--- config.mk ---
export PLATFORM = sky130hd
export DESIGN_NAME = ram_arbiter_flat
export DESIGN_NICKNAME = d
export VERILOG_FILES = /design/src/rtl/ram_arbiter_if.sv /design/src/rtl/ram_arbiter.sv /design/src/flat_wrapper.sv
export SDC_FILE = /design/constraint.sdc
export NUM_CORES = 1
export LEC_CHECK = 0
export BUFFER_PORTS_ARGS = -buffer_cell sky130_fd_sc_hd__buf_4
export CORE_UTILIZATION = 35
export CTS_CLUSTER_SIZE = 12
export DETAILED_ROUTE_END_ITERATION = 8
export HOLD_SLACK_MARGIN = 0.08
export PLACE_DENSITY_LB_ADDON = 0.25
export SLEW_MARGIN = 10
export SYNTH_ARGS = -nofsm -noshare
export SYNTH_HDL_FRONTEND = slang
export SYNTH_SLANG_ARGS = --single-unit
--- constraint.sdc ---
create_clock -name clock -period 3.87 [get_ports clock]
set_input_delay 0.774 -clock clock [delete_from_list [all_inputs] [get_ports clock]]
set_output_delay 0.774 -clock clock [all_outputs]
set_load 0.1 [all_outputs]
--- src/rtl/ram_arbiter_if.sv ---
// ram_arbiter_if: requester bus and RAM command bus shared between ram_arbiter and its environment.
interface ram_arbiter_if #(
   parameter int ADDR_W = 5,
   parameter int DATA_W = 16
);
   logic [2:0]          req;
   logic [2:0]          lock;
   logic [2:0]          we;
   logic [3*ADDR_W-1:0] addr_flat;
   logic [3*DATA_W-1:0] wdata_flat;
   logic [2:0]          gnt;
   logic [2:0]          ack;
   logic [DATA_W-1:0]   rdata;
   logic                busy;
   logic [ADDR_W-1:0]   mem_addr;
   logic [DATA_W-1:0]   mem_write_data;
   logic                mem_write;
   logic [DATA_W-1:0]   mem_read_data;
   modport slave (
      input  req, lock, we, addr_flat, wdata_flat, mem_read_data,
      output gnt, ack, rdata, busy, mem_addr, mem_write_data, mem_write
   );
   modport master (
      output req, lock, we, addr_flat, wdata_flat, mem_read_data,
      input  gnt, ack, rdata, busy, mem_addr, mem_write_data, mem_write
   );
endinterface

--- src/rtl/ram_arbiter.sv ---
// ram_arbiter: three-requester single-port RAM arbiter with burst lock and forced release after MAX_HOLD.
// Define ARB_ROUND_ROBIN_EN for round-robin arbitration; otherwise fixed priority 0 > 1 > 2.
module ram_arbiter #(
   parameter int ADDR_W   = 5,
   parameter int DATA_W   = 16,
   parameter int MAX_HOLD = 8
) (
   input  logic         clock,
   input  logic         reset,
   ram_arbiter_if.slave bus
);
   typedef enum logic [1:0] {IDLE, ACCESS, RESP} state_t;
   localparam logic [3:0] HOLD_MAX = 4'(MAX_HOLD);
   state_t            state_q, state_d;
   logic [1:0]        own_q, own_d, win, sel;
   logic [3:0]        hold_q, hold_d;
   logic [ADDR_W-1:0] mem_addr_q, mem_addr_d;
   logic [DATA_W-1:0] mem_wdata_q, mem_wdata_d, rdata_q, rdata_d;
   logic              mem_write_q, mem_write_d, relock;
   logic [2:0]        gnt;
   logic [ADDR_W-1:0] addr_a [3];
   logic [DATA_W-1:0] wdata_a [3];
   for (genvar i = 0; i < 3; i++) begin : g_unpack
      assign addr_a[i]  = bus.addr_flat[i*ADDR_W +: ADDR_W];
      assign wdata_a[i] = bus.wdata_flat[i*DATA_W +: DATA_W];
   end
`ifdef ARB_ROUND_ROBIN_EN
   logic [1:0] ptr_q, ptr_d, c1, c2;
   assign c1    = (ptr_q == 2'd2) ? 2'd0 : ptr_q + 2'd1;
   assign c2    = (c1 == 2'd2) ? 2'd0 : c1 + 2'd1;
   assign win   = bus.req[c1] ? c1 : bus.req[c2] ? c2 : ptr_q;
   assign ptr_d = (state_q == IDLE && |bus.req) ? win : ptr_q;
   always_ff @(posedge clock or posedge reset)
      if (reset) ptr_q <= 2'd2;
      else       ptr_q <= ptr_d;
`else
   assign win = bus.req[0] ? 2'd0 : bus.req[1] ? 2'd1 : 2'd2;
`endif
   assign sel    = (state_q == IDLE) ? win : own_q;
   assign relock = bus.req[own_q] & bus.lock[own_q] & (hold_q < HOLD_MAX);
   always_comb begin
      state_d     = state_q;
      own_d       = own_q;
      hold_d      = hold_q;
      mem_addr_d  = mem_addr_q;
      mem_wdata_d = mem_wdata_q;
      mem_write_d = 1'b0;
      rdata_d     = rdata_q;
      case (state_q)
         IDLE: if (|bus.req) begin
            state_d = ACCESS;
            own_d   = win;
            hold_d  = 4'd1;
         end
         ACCESS: state_d = RESP;
         RESP: begin
            rdata_d = bus.mem_read_data;
            state_d = relock ? ACCESS : IDLE;
            hold_d  = relock ? hold_q + 4'd1 : 4'd0;
         end
         default: state_d = IDLE;
      endcase
      // every entry into ACCESS latches a fresh command so later input changes cannot disturb it
      if (state_d == ACCESS && state_q != ACCESS) begin
         mem_addr_d  = addr_a[sel];
         mem_wdata_d = wdata_a[sel];
         mem_write_d = bus.we[sel];
      end
   end
   always_ff @(posedge clock or posedge reset)
      if (reset) begin
         state_q     <= IDLE;
         own_q       <= 2'd0;
         hold_q      <= 4'd0;
         mem_addr_q  <= '0;
         mem_wdata_q <= '0;
         mem_write_q <= 1'b0;
         rdata_q     <= '0;
      end else begin
         state_q     <= state_d;
         own_q       <= own_d;
         hold_q      <= hold_d;
         mem_addr_q  <= mem_addr_d;
         mem_wdata_q <= mem_wdata_d;
         mem_write_q <= mem_write_d;
         rdata_q     <= rdata_d;
      end
   assign gnt                = (state_q == IDLE) ? 3'b000 : 3'b001 << own_q;
   assign bus.gnt            = gnt;
   assign bus.ack            = (state_q == RESP) ? gnt : 3'b000;
   assign bus.rdata          = (state_q == RESP) ? bus.mem_read_data : rdata_q;
   assign bus.busy           = state_q != IDLE;
   assign bus.mem_addr       = mem_addr_q;
   assign bus.mem_write_data = mem_wdata_q;
   assign bus.mem_write      = mem_write_q;
endmodule

--- src/flat_wrapper.sv ---
// flat-port wrapper written by rule: the top's interface ports become plain ports
module ram_arbiter_flat 
#(
   parameter int ADDR_W   = 5,
   parameter int DATA_W   = 16,
   parameter int MAX_HOLD = 8
)
  (clock, reset, bus_req, bus_lock, bus_we, bus_addr_flat, bus_wdata_flat, bus_mem_read_data, bus_gnt, bus_ack, bus_rdata, bus_busy, bus_mem_addr, bus_mem_write_data, bus_mem_write);
  ram_arbiter_if #(.ADDR_W(ADDR_W), .DATA_W(DATA_W)) bus_i ();
  input  logic clock;
  input  logic reset;
  input wire logic [$bits(bus_i.req)-1:0] bus_req;
  input wire logic [$bits(bus_i.lock)-1:0] bus_lock;
  input wire logic [$bits(bus_i.we)-1:0] bus_we;
  input wire logic [$bits(bus_i.addr_flat)-1:0] bus_addr_flat;
  input wire logic [$bits(bus_i.wdata_flat)-1:0] bus_wdata_flat;
  input wire logic [$bits(bus_i.mem_read_data)-1:0] bus_mem_read_data;
  output wire logic [$bits(bus_i.gnt)-1:0] bus_gnt;
  output wire logic [$bits(bus_i.ack)-1:0] bus_ack;
  output wire logic [$bits(bus_i.rdata)-1:0] bus_rdata;
  output wire logic [$bits(bus_i.busy)-1:0] bus_busy;
  output wire logic [$bits(bus_i.mem_addr)-1:0] bus_mem_addr;
  output wire logic [$bits(bus_i.mem_write_data)-1:0] bus_mem_write_data;
  output wire logic [$bits(bus_i.mem_write)-1:0] bus_mem_write;
  assign bus_i.req = bus_req;
  assign bus_i.lock = bus_lock;
  assign bus_i.we = bus_we;
  assign bus_i.addr_flat = bus_addr_flat;
  assign bus_i.wdata_flat = bus_wdata_flat;
  assign bus_i.mem_read_data = bus_mem_read_data;
  assign bus_gnt = bus_i.gnt;
  assign bus_ack = bus_i.ack;
  assign bus_rdata = bus_i.rdata;
  assign bus_busy = bus_i.busy;
  assign bus_mem_addr = bus_i.mem_addr;
  assign bus_mem_write_data = bus_i.mem_write_data;
  assign bus_mem_write = bus_i.mem_write;
  ram_arbiter #(.ADDR_W(ADDR_W), .DATA_W(DATA_W), .MAX_HOLD(MAX_HOLD)) u_core (.clock(clock), .reset(reset), .bus(bus_i));
endmodule
==> results of run 1 <==
-- worst paths after layout --
check                                                end  cells after the start         startpoint  slack (ps)
max                                        bus_rdata[11]                      3  u_core.state_q[0]         680
min in group asynchronous   u_core.bus.mem_write_data[3]                      2              reset         690
min                                    u_core.rdata_q[7]                      1  u_core.rdata_q[7]         500
min reg2reg                            u_core.rdata_q[7]                      1  u_core.rdata_q[7]         500
max reg2reg                u_core.bus.mem_write_data[13]                      6  u_core.state_q[0]        1080
max in group asynchronous   u_core.bus.mem_write_data[1]                      2              reset        2560
-- metal layers --
layer,up-vias,global-route usage [%]
li1,1168,-
met1,1206,26.7
met2,74,35.0
met3,14,3.14
met4,0,7.88
met5,-,0
-- per-stage QoR --
stage / cell area [um^2] / util (%) / hold WS [ps] / worst slack (ps) / cells
2_1_floorplan: 2520 / - / 485 / 340 / 245
3_3_place_gp: 3570 / 52.0 / 480 / 1050 / 454
3_5_place_dp: 3570 / 52.0 / 486 / 1000 / 454
4_1_cts: 3680 / 53.6 / 508 / 652 / 462
5_1_grt: 3680 / 53.6 / 520 / 503 / 462
6_report: 3680 / 53.6 / 502 / 682 / 462
-- critical path, delay by kind of cell, from the launching register on --
kind,cells,cell delay [ps]
multiplexers,1,440
buffers and inverters,1,240
flip-flops,1,550
AND/OR/NAND/NOR,1,870
-- area by class of cell --
| class | instances | area, um^2 |
|---|---|---|
| Multi-Input combinational cell | 171 | 1250 |
| Timing Repair Buffer | 137 | 1030 |
| Sequential cell | 46 | 1150 |
| Clock inverter | 3 | 40.0 |
| Tap cell | 96 | 120 |
| Inverter | 4 | 15.0 |
| Clock buffer | 5 | 68.8 |
| Fill cell | 672 | 3190 |
-- cell families after synthesis --
logic type / after synthesis / synth area share (%)
AO/OA/AOI/OAI: 102 / 29.4
adder cells (fa/ha/maj): 1 / 0.498
buffers and inverters: 28 / 5.63
flip-flops: 46 / 45.8
multiplexers: 16 / 7.17
AND/OR/NAND/NOR: 52 / 11.5
-- flip-flops by register name, summed over array words and instances, names as in the netlist --
register and cells:
u_core.bus.mem_write 1, u_core.own_q 2, u_core.rdata_q 16, u_core.state_q 2, u_core.bus.mem_write_data 16, u_core.hold_q 4
u_core.bus.mem_addr 5
-- cell usage in the layout, fill, tap and decap left out, types with 2 or more instances in the layout --
master,n
buf_4,137
dfrtp_1,46
nand3_1,24
o21ai_0,23
o22a_1,21
a21oi_1,20
o2bb2ai_1,20
mux2_2,16
nor2_1,7
nand2_1,5
clkbuf_8,5
inv_1,3
nand2b_1,3
a22o_1,3
nor3_1,2
o21a_1,2
a21boi_1,2
nor2b_1,2
clkinv_2,2
==> impl_results.md, run 1 <==
* Status: completed
* CTS Hold Buffers Added at 0
* Total die area at about 7500 um^2
* #FFs+latches synth at 46
* Slowest cell on crit path: nand2b_1
* Vias in the first global route at 2386
* Max-cap check violation count at 0
* Largest net degree at the start of global routing at 47
* Starting density of the core at between 30% and 40%
* Initial antenna violation count at 0
* Worst slew pin tran at roughly 1100 ps
* Period utilization at 82.4%
* CP max FO at 22
* Clock buffer depth at 2
* Area contributors post-synth: dfrtp_1, o22a_1, o2bb2ai_1
* Final hold vios at 0
* Crit. End Element: output pin
* Critical path class: register to output pin
* DRT Pass-1 Iters at 4
* FP Rows at 30
* CTS tree: done
* Met2 WL post-DR at between 3 and 4 mm
* Count leader, synth: dfrtp_1
* Clk sink count at 46
* I/O pin count at 135
* Post-synthesis cell type count at 38
* Worst min path class: register to register
* Routed wire length at 7.66 mm
* # DRC at 0
* Wire per inst at ~17 um
* Post-synth ARST share at between 90% and 100%
* CP max stage delay at between 800 and 900 ps
* Post-Synthesis Net Count at roughly 340
* CTS HTree Levels at 2
* CTS Buf Count at 5
* CTS resizes at 0
* Port Buf Inserts at approximately 130
* Post-route ant nets at 0
* Cell count after synthesis at 245
* Largest area contributor in the netlist: dfrtp_1
* Setup Fix Bufs, Post-CTS at 0
* Initial drt markers at 167
* Tot GR Track Use at 20.7%
* Sequential element share of the synthesized area at 45.8%
* Yosys warns at 0
* Unrepaired setup endpoints after global routing: no
* Via count at 2462
* WL met3 at approximately 320 um
* Mapped Avg Cell Area at between 10 and 15 um^2
* Worst EP required at slightly above 3000 ps
* Clock root buffer: clkbuf_8
* Most frequent cells after synthesis: dfrtp_1, nand3_1, o21ai_0
* Grt ovf at 0
* Endpoints failing setup at 0
* Final slew viol count at 0
* RD Place Congestion at a little under 0.8
* Share of cells above drive strength 1 at about 46%
* Vias per cell at approximately 5.3
* Arrival time at the worst endpoint at ~2400 ps
* Die H at ~87 um
* Synthesized area at 2510 um^2
* Clock latency at the later pin of the worst-skew pair at approximately 310 ps
* Top Layer Used: met4
* Worst-path clk slew at about 90 ps
* Antenna cells at 0
* Die span in x at 86.7 um
* Relative slew slack at between 20% and 30%
* CP cell instances: nand2b_1 > mux2_2 > buf_4
* Setup TNS at 0 ps
* Clk_skew at 3.63 ps
* Minimum clock period at 3190 ps
* Global-route wire length before repair at about 12 mm
* Hpwl dp at ~5.3 mm
* Ys flop type: dfrtp_1
* Met1 WL at 3.24 mm
* Number of synthesized flops with an enable pin at 0
* Yosys top cell area share at a little under half
* Area Overhead vs Synth at 46.5%
* Fmax at between 300 and 400 MHz
* Final nets at around 460
* CP Launch Type: register
* Core footprint at about 6900 um^2
Power of run 1 is left out: the tool's default activity adds up to more than one toggle a clock period on the data nets, which glitch-free logic cannot reach.
==> run 2, diff against run 1 <==
Clock period 3.87 ns to 2.6 ns, I/O delays scaled along.
==> impl_results.md, run 2 (synthesis gave the netlist of run 1 again) <==
* CTS Hold Buffers Added at 0
* Port Buf Inserts at 134
* Wire per inst at around 16 um
* Routed wire length at 7.75 mm
* CTS HTree Levels at 2
* Critical R2R Capture: u_core.bus.mem_write_data[7]
* Placed insts at about 460
* Core footprint at 6870 um^2
* Antenna cells at 0
* Worst EP required at 2080 ps
* Vias in the first global route at 2472
* Commonest non-fill, non-tap cell in the layout: buf_4
* Initial drt markers at between 100 and 150
* Fillcell total at 647
* Fmax at around 420 MHz
* Initial antenna violation count at 0
* Final hold vios at 0
* Post-route ant nets at 0
* Total die area at around 7500 um^2
* I/O pin count at approximately 140
* Slowest cell on crit path: dfrtp_1
* Tot GR Track Use at around a fifth
* Hpwl dp at roughly 5.5 mm
* RD Place Congestion at just under 0.8
* Vias per cell at 5.31
* Reg2reg path depth at 6
* Buf/Inv on CP at 2
* Clock latency at the later pin of the worst-skew pair at roughly 300 ps
* Die span in x at a little under 90 um
* CTS Buf Count at 5
* Clock buffer depth at 2
* Largest net degree at the start of global routing at 47
* Critical path class: register to output pin
* Global-route wire length before repair at 12.2 mm
* CP Launch Type: register
* Crit. End Element: output pin
* Relative slew slack at roughly 49%
* Multi-input gate area at between 1000 and 1500 um^2
* Status: completed
* CP max stage delay at between 500 and 600 ps
* Die H at slightly below 90 um
* FP Rows at 30
* Clk sink count at 46
* Setup Fix Bufs, Post-CTS at 0
* CTS resizes at 0
* DRT Pass-1 Iters at 4
* Unrepaired setup endpoints after global routing: no
* Layout Utilization at a little over half
* Final nets at about 460
* Delay-heaviest family, CP: flip-flops
* CP cell instances: nand2b_1 > buf_12 > mux2_2 > buf_4
* Grt ovf at 0
* Area Overhead vs Synth at 49.7%
* Critical R2R Launch: u_core.state_q[0]
* CP max FO at 22
* Reg area at roughly 1200 um^2
* # DRC at 0
* Clk_skew at approximately 8.9 ps
* Final slew viol count at 0
* Arrival time at the worst endpoint at ~1900 ps
* CTS tree: done
* Endpoints failing setup at 0
* Most frequent cells in the layout: buf_4, dfrtp_1, nand3_1
* Period utilization at approximately 92%
* Clock root buffer: clkbuf_8
* Setup TNS at 0 ps
* Final cell count without fillers at 470
* Max-cap check violation count at 0
* Minimum clock period at ~2400 ps
* Share of cells above drive strength 1 at just under 50%
* Worst-path clk slew at 90 ps
* Worst min path class: input pin to asynchronous set/reset pin
* WHS at ~380 ps
* Via count at between 2000 and 2500
* Starting density of the core at 36.6%
* Worst slew pin tran at around 760 ps
* Reg2reg setup slack at roughly 480 ps
## run 2: routing by layer
metal / share of wire [%] / track usage (%)
met3: 3.3 / 2.38
met2: 52 / 34.8
met4: 1.7 / 8.48
met5: 0 / 0
met1: 43 / 27.7
## run 2: cell type report
type                            count  area share, %
Multi-Input combinational cell    171           33.7
Sequential cell                    46           30.6
Timing Repair Buffer              145           29.6
Tap cell                           96           3.20
Clock buffer                        7           2.30
Inverter                            4          0.399
Clock inverter                      1          0.133
## run 2: worst reg2reg max path: stages, from the launching register on
cell	delay, ps
dfrtp_1	510
nand2b_1	240
buf_12	190
a2111oi_4	600
buf_12	230
o2bb2ai_1	80
o22a_1	160
## run 2: worst max-delay path by stage
stage	start	to	slack, ps	depth (start not counted)
global route	u_core.state_q[0]	bus_rdata[10]	150	4
CTS	u_core.state_q[0]	bus_rdata[12]	210	4
detailed placement	bus_req[1]	u_core.bus.mem_write_data[4]	430	5
global placement	bus_req[1]	u_core.bus.mem_write_data[1]	460	5
finish	u_core.state_q[0]	bus_rdata[12]	220	4
floorplan	u_core.state_q[0]	bus_ack[0]	-210	5
## run 2: stage by stage
step                area (um^2)  setup slack [ps]
finish                     3760               216
global route               3760               146
CTS                        3760               206
detailed placement         3670               430
global placement           3670               458
floorplan                  2530              -210
Power of run 2 is left out for the same reason.
==> run 3, diff against run 2 <==
Settings changed: CORE_MARGIN set to 2, CORE_UTILIZATION 35 to 41.
==> impl_results.md, run 3 (synthesis gave the netlist of run 1 again) <==
* Share of cells above drive strength 1 at 48.8%
* Crit. End Element: output pin
* Worst-path clk slew at about 80 ps
* CP cell instances: nand2b_1 > buf_4 > mux2_2 > buf_4
* Area Overhead vs Synth at 48.7%
* Post-DP Area at ~3600 um^2
* CP Launch Type: register
* Endpoints failing setup at 0
* Final hold vios at 0
* Largest net degree at the start of global routing at 34
* Most frequent cells in the layout: buf_4, dfrtp_1, nand3_1
* Hpwl dp at between 5 and 6 mm
* CP max stage delay at around 500 ps
* Vias in the first global route at between 2000 and 2500
* Setup Fix Bufs, Post-CTS at 0
* Die H at just over 80 um
* Die span in x at just over 80 um
* Clock root buffer: clkbuf_8
* Period utilization at a little over nine tenths
* Buf/Inv on CP at 2
* Final slew viol count at 0
* Unrepaired setup endpoints after global routing: no
* Delay-heaviest family, CP: buffers and inverters
* CTS tree: done
* Worst min path class: input pin to asynchronous set/reset pin
* Global-route wire length before repair at approximately 12 mm
* Arrival time at the worst endpoint at about 1900 ps
* Max-cap check violation count at 0
* Setup TNS at 0 ps
* CTS Hold Buffers Added at 0
* I/O pin count at ~140
* Clk sink count at 46
* FP Rows at 28
* Placed insts at around 440
* Clock latency at the later pin of the worst-skew pair at 300 ps
* Core footprint at 5920 um^2
* Commonest non-fill, non-tap cell in the layout: buf_4
* Grt ovf at 0
* Vias per cell at ~5.6
* Worst slew pin tran at between 700 and 800 ps
* Port Buf Inserts at 134
* Final cell count without fillers at between 400 and 500
* Minimum clock period at roughly 2500 ps
* Clock buffer depth at 2
* Critical path class: register to output pin
* Final nets at around 470
* Relative slew slack at 47.1%
* CTS HTree Levels at 2
* Clk_skew at between 5 and 6 ps
* Fmax at 407 MHz
* Post-route ant nets at 0
* Initial antenna violation count at 0
* Cell mode on critical path: buf_4
* Status: completed
* Initial drt markers at 101
* Total die area at approximately 6800 um^2
* DRT Pass-1 Iters at 4
* RD Place Congestion at roughly 0.8
* Final Instance Area at roughly 3700 um^2
* Starting density of the core at a little over two fifths
* Wire per inst at roughly 17 um
* Slowest cell on crit path: dfrtp_1
* CTS Buf Count at 5
* # DRC at 0
* Routed wire length at 7.60 mm
* Tot GR Track Use at a little under a quarter
* Worst EP required at 2080 ps
* Antenna cells at 0
* CP max FO at 21
* Via count at 2505
[run 3: cell count changes in the layout (fill, tap and decap cells not counted)]
cell and delta:
buf_4 +3, buf_12 -2, bufinv_16 +1, clkbuf_1 -1, clkbuf_8 -1, clkinv_2 +1
dfrtp_1 -1, dfrtp_2 +1
[run 3: per-stage QoR]
step / hold WS [ps] / worst slack, ps / utilization (%)
after floorplan: 485 / -210 / -
after global placement: 481 / 431 / 61.2
after detailed placement: 485 / 403 / 61.2
after CTS: 364 / 62.6 / 63.0
after global routing: 375 / 64.7 / 63.1
final: 335 / 144 / 63.1
[run 3: layout make-up]
| cell class | count | area (um^2) |
|---|---|---|
| sequential | 46 | 1150 |
| tap | 75 | 93.8 |
| fill | 528 | 2190 |
| clock buffer | 5 | 68.8 |
| multi-input combinational | 171 | 1270 |
| inverter | 4 | 15.0 |
| clock inverter | 3 | 40.0 |
| timing repair buffer | 146 | 1100 |
[run 3: path summary, 6_finish.rpt]
check	start	endpoint	slack (ps)	depth (start not counted)
min in group clock	bus_mem_read_data[14]	u_core.rdata_q[14]	470	2
worst max-delay path	u_core.state_q[1]	bus_rdata[4]	140	4
worst min register to register	u_core.rdata_q[6]	u_core.rdata_q[6]	510	1
max in group asynchronous	reset	u_core.bus.mem_write_data[12]	1610	3
worst min-delay path	reset	u_core.rdata_q[1]	340	2
worst max register to register	u_core.own_q[1]	u_core.bus.mem_write_data[0]	440	5
[run 3: metal layers]
layer / track usage, % / share of wire (%) / vias up
met1: 30.2 / 42 / 1227
li1: - / - / 1189
met5: 0 / 0 / -
met3: 3.70 / 5.0 / 12
met2: 37.7 / 51 / 77
met4: 7.50 / 1.5 / 0
[run 3: timing repair]
action                     CTS  global route
setup endpoints to repair    0            16
gates resized for setup      0             1
hold endpoints to repair     0             0
Power of run 3 is left out for the same reason.
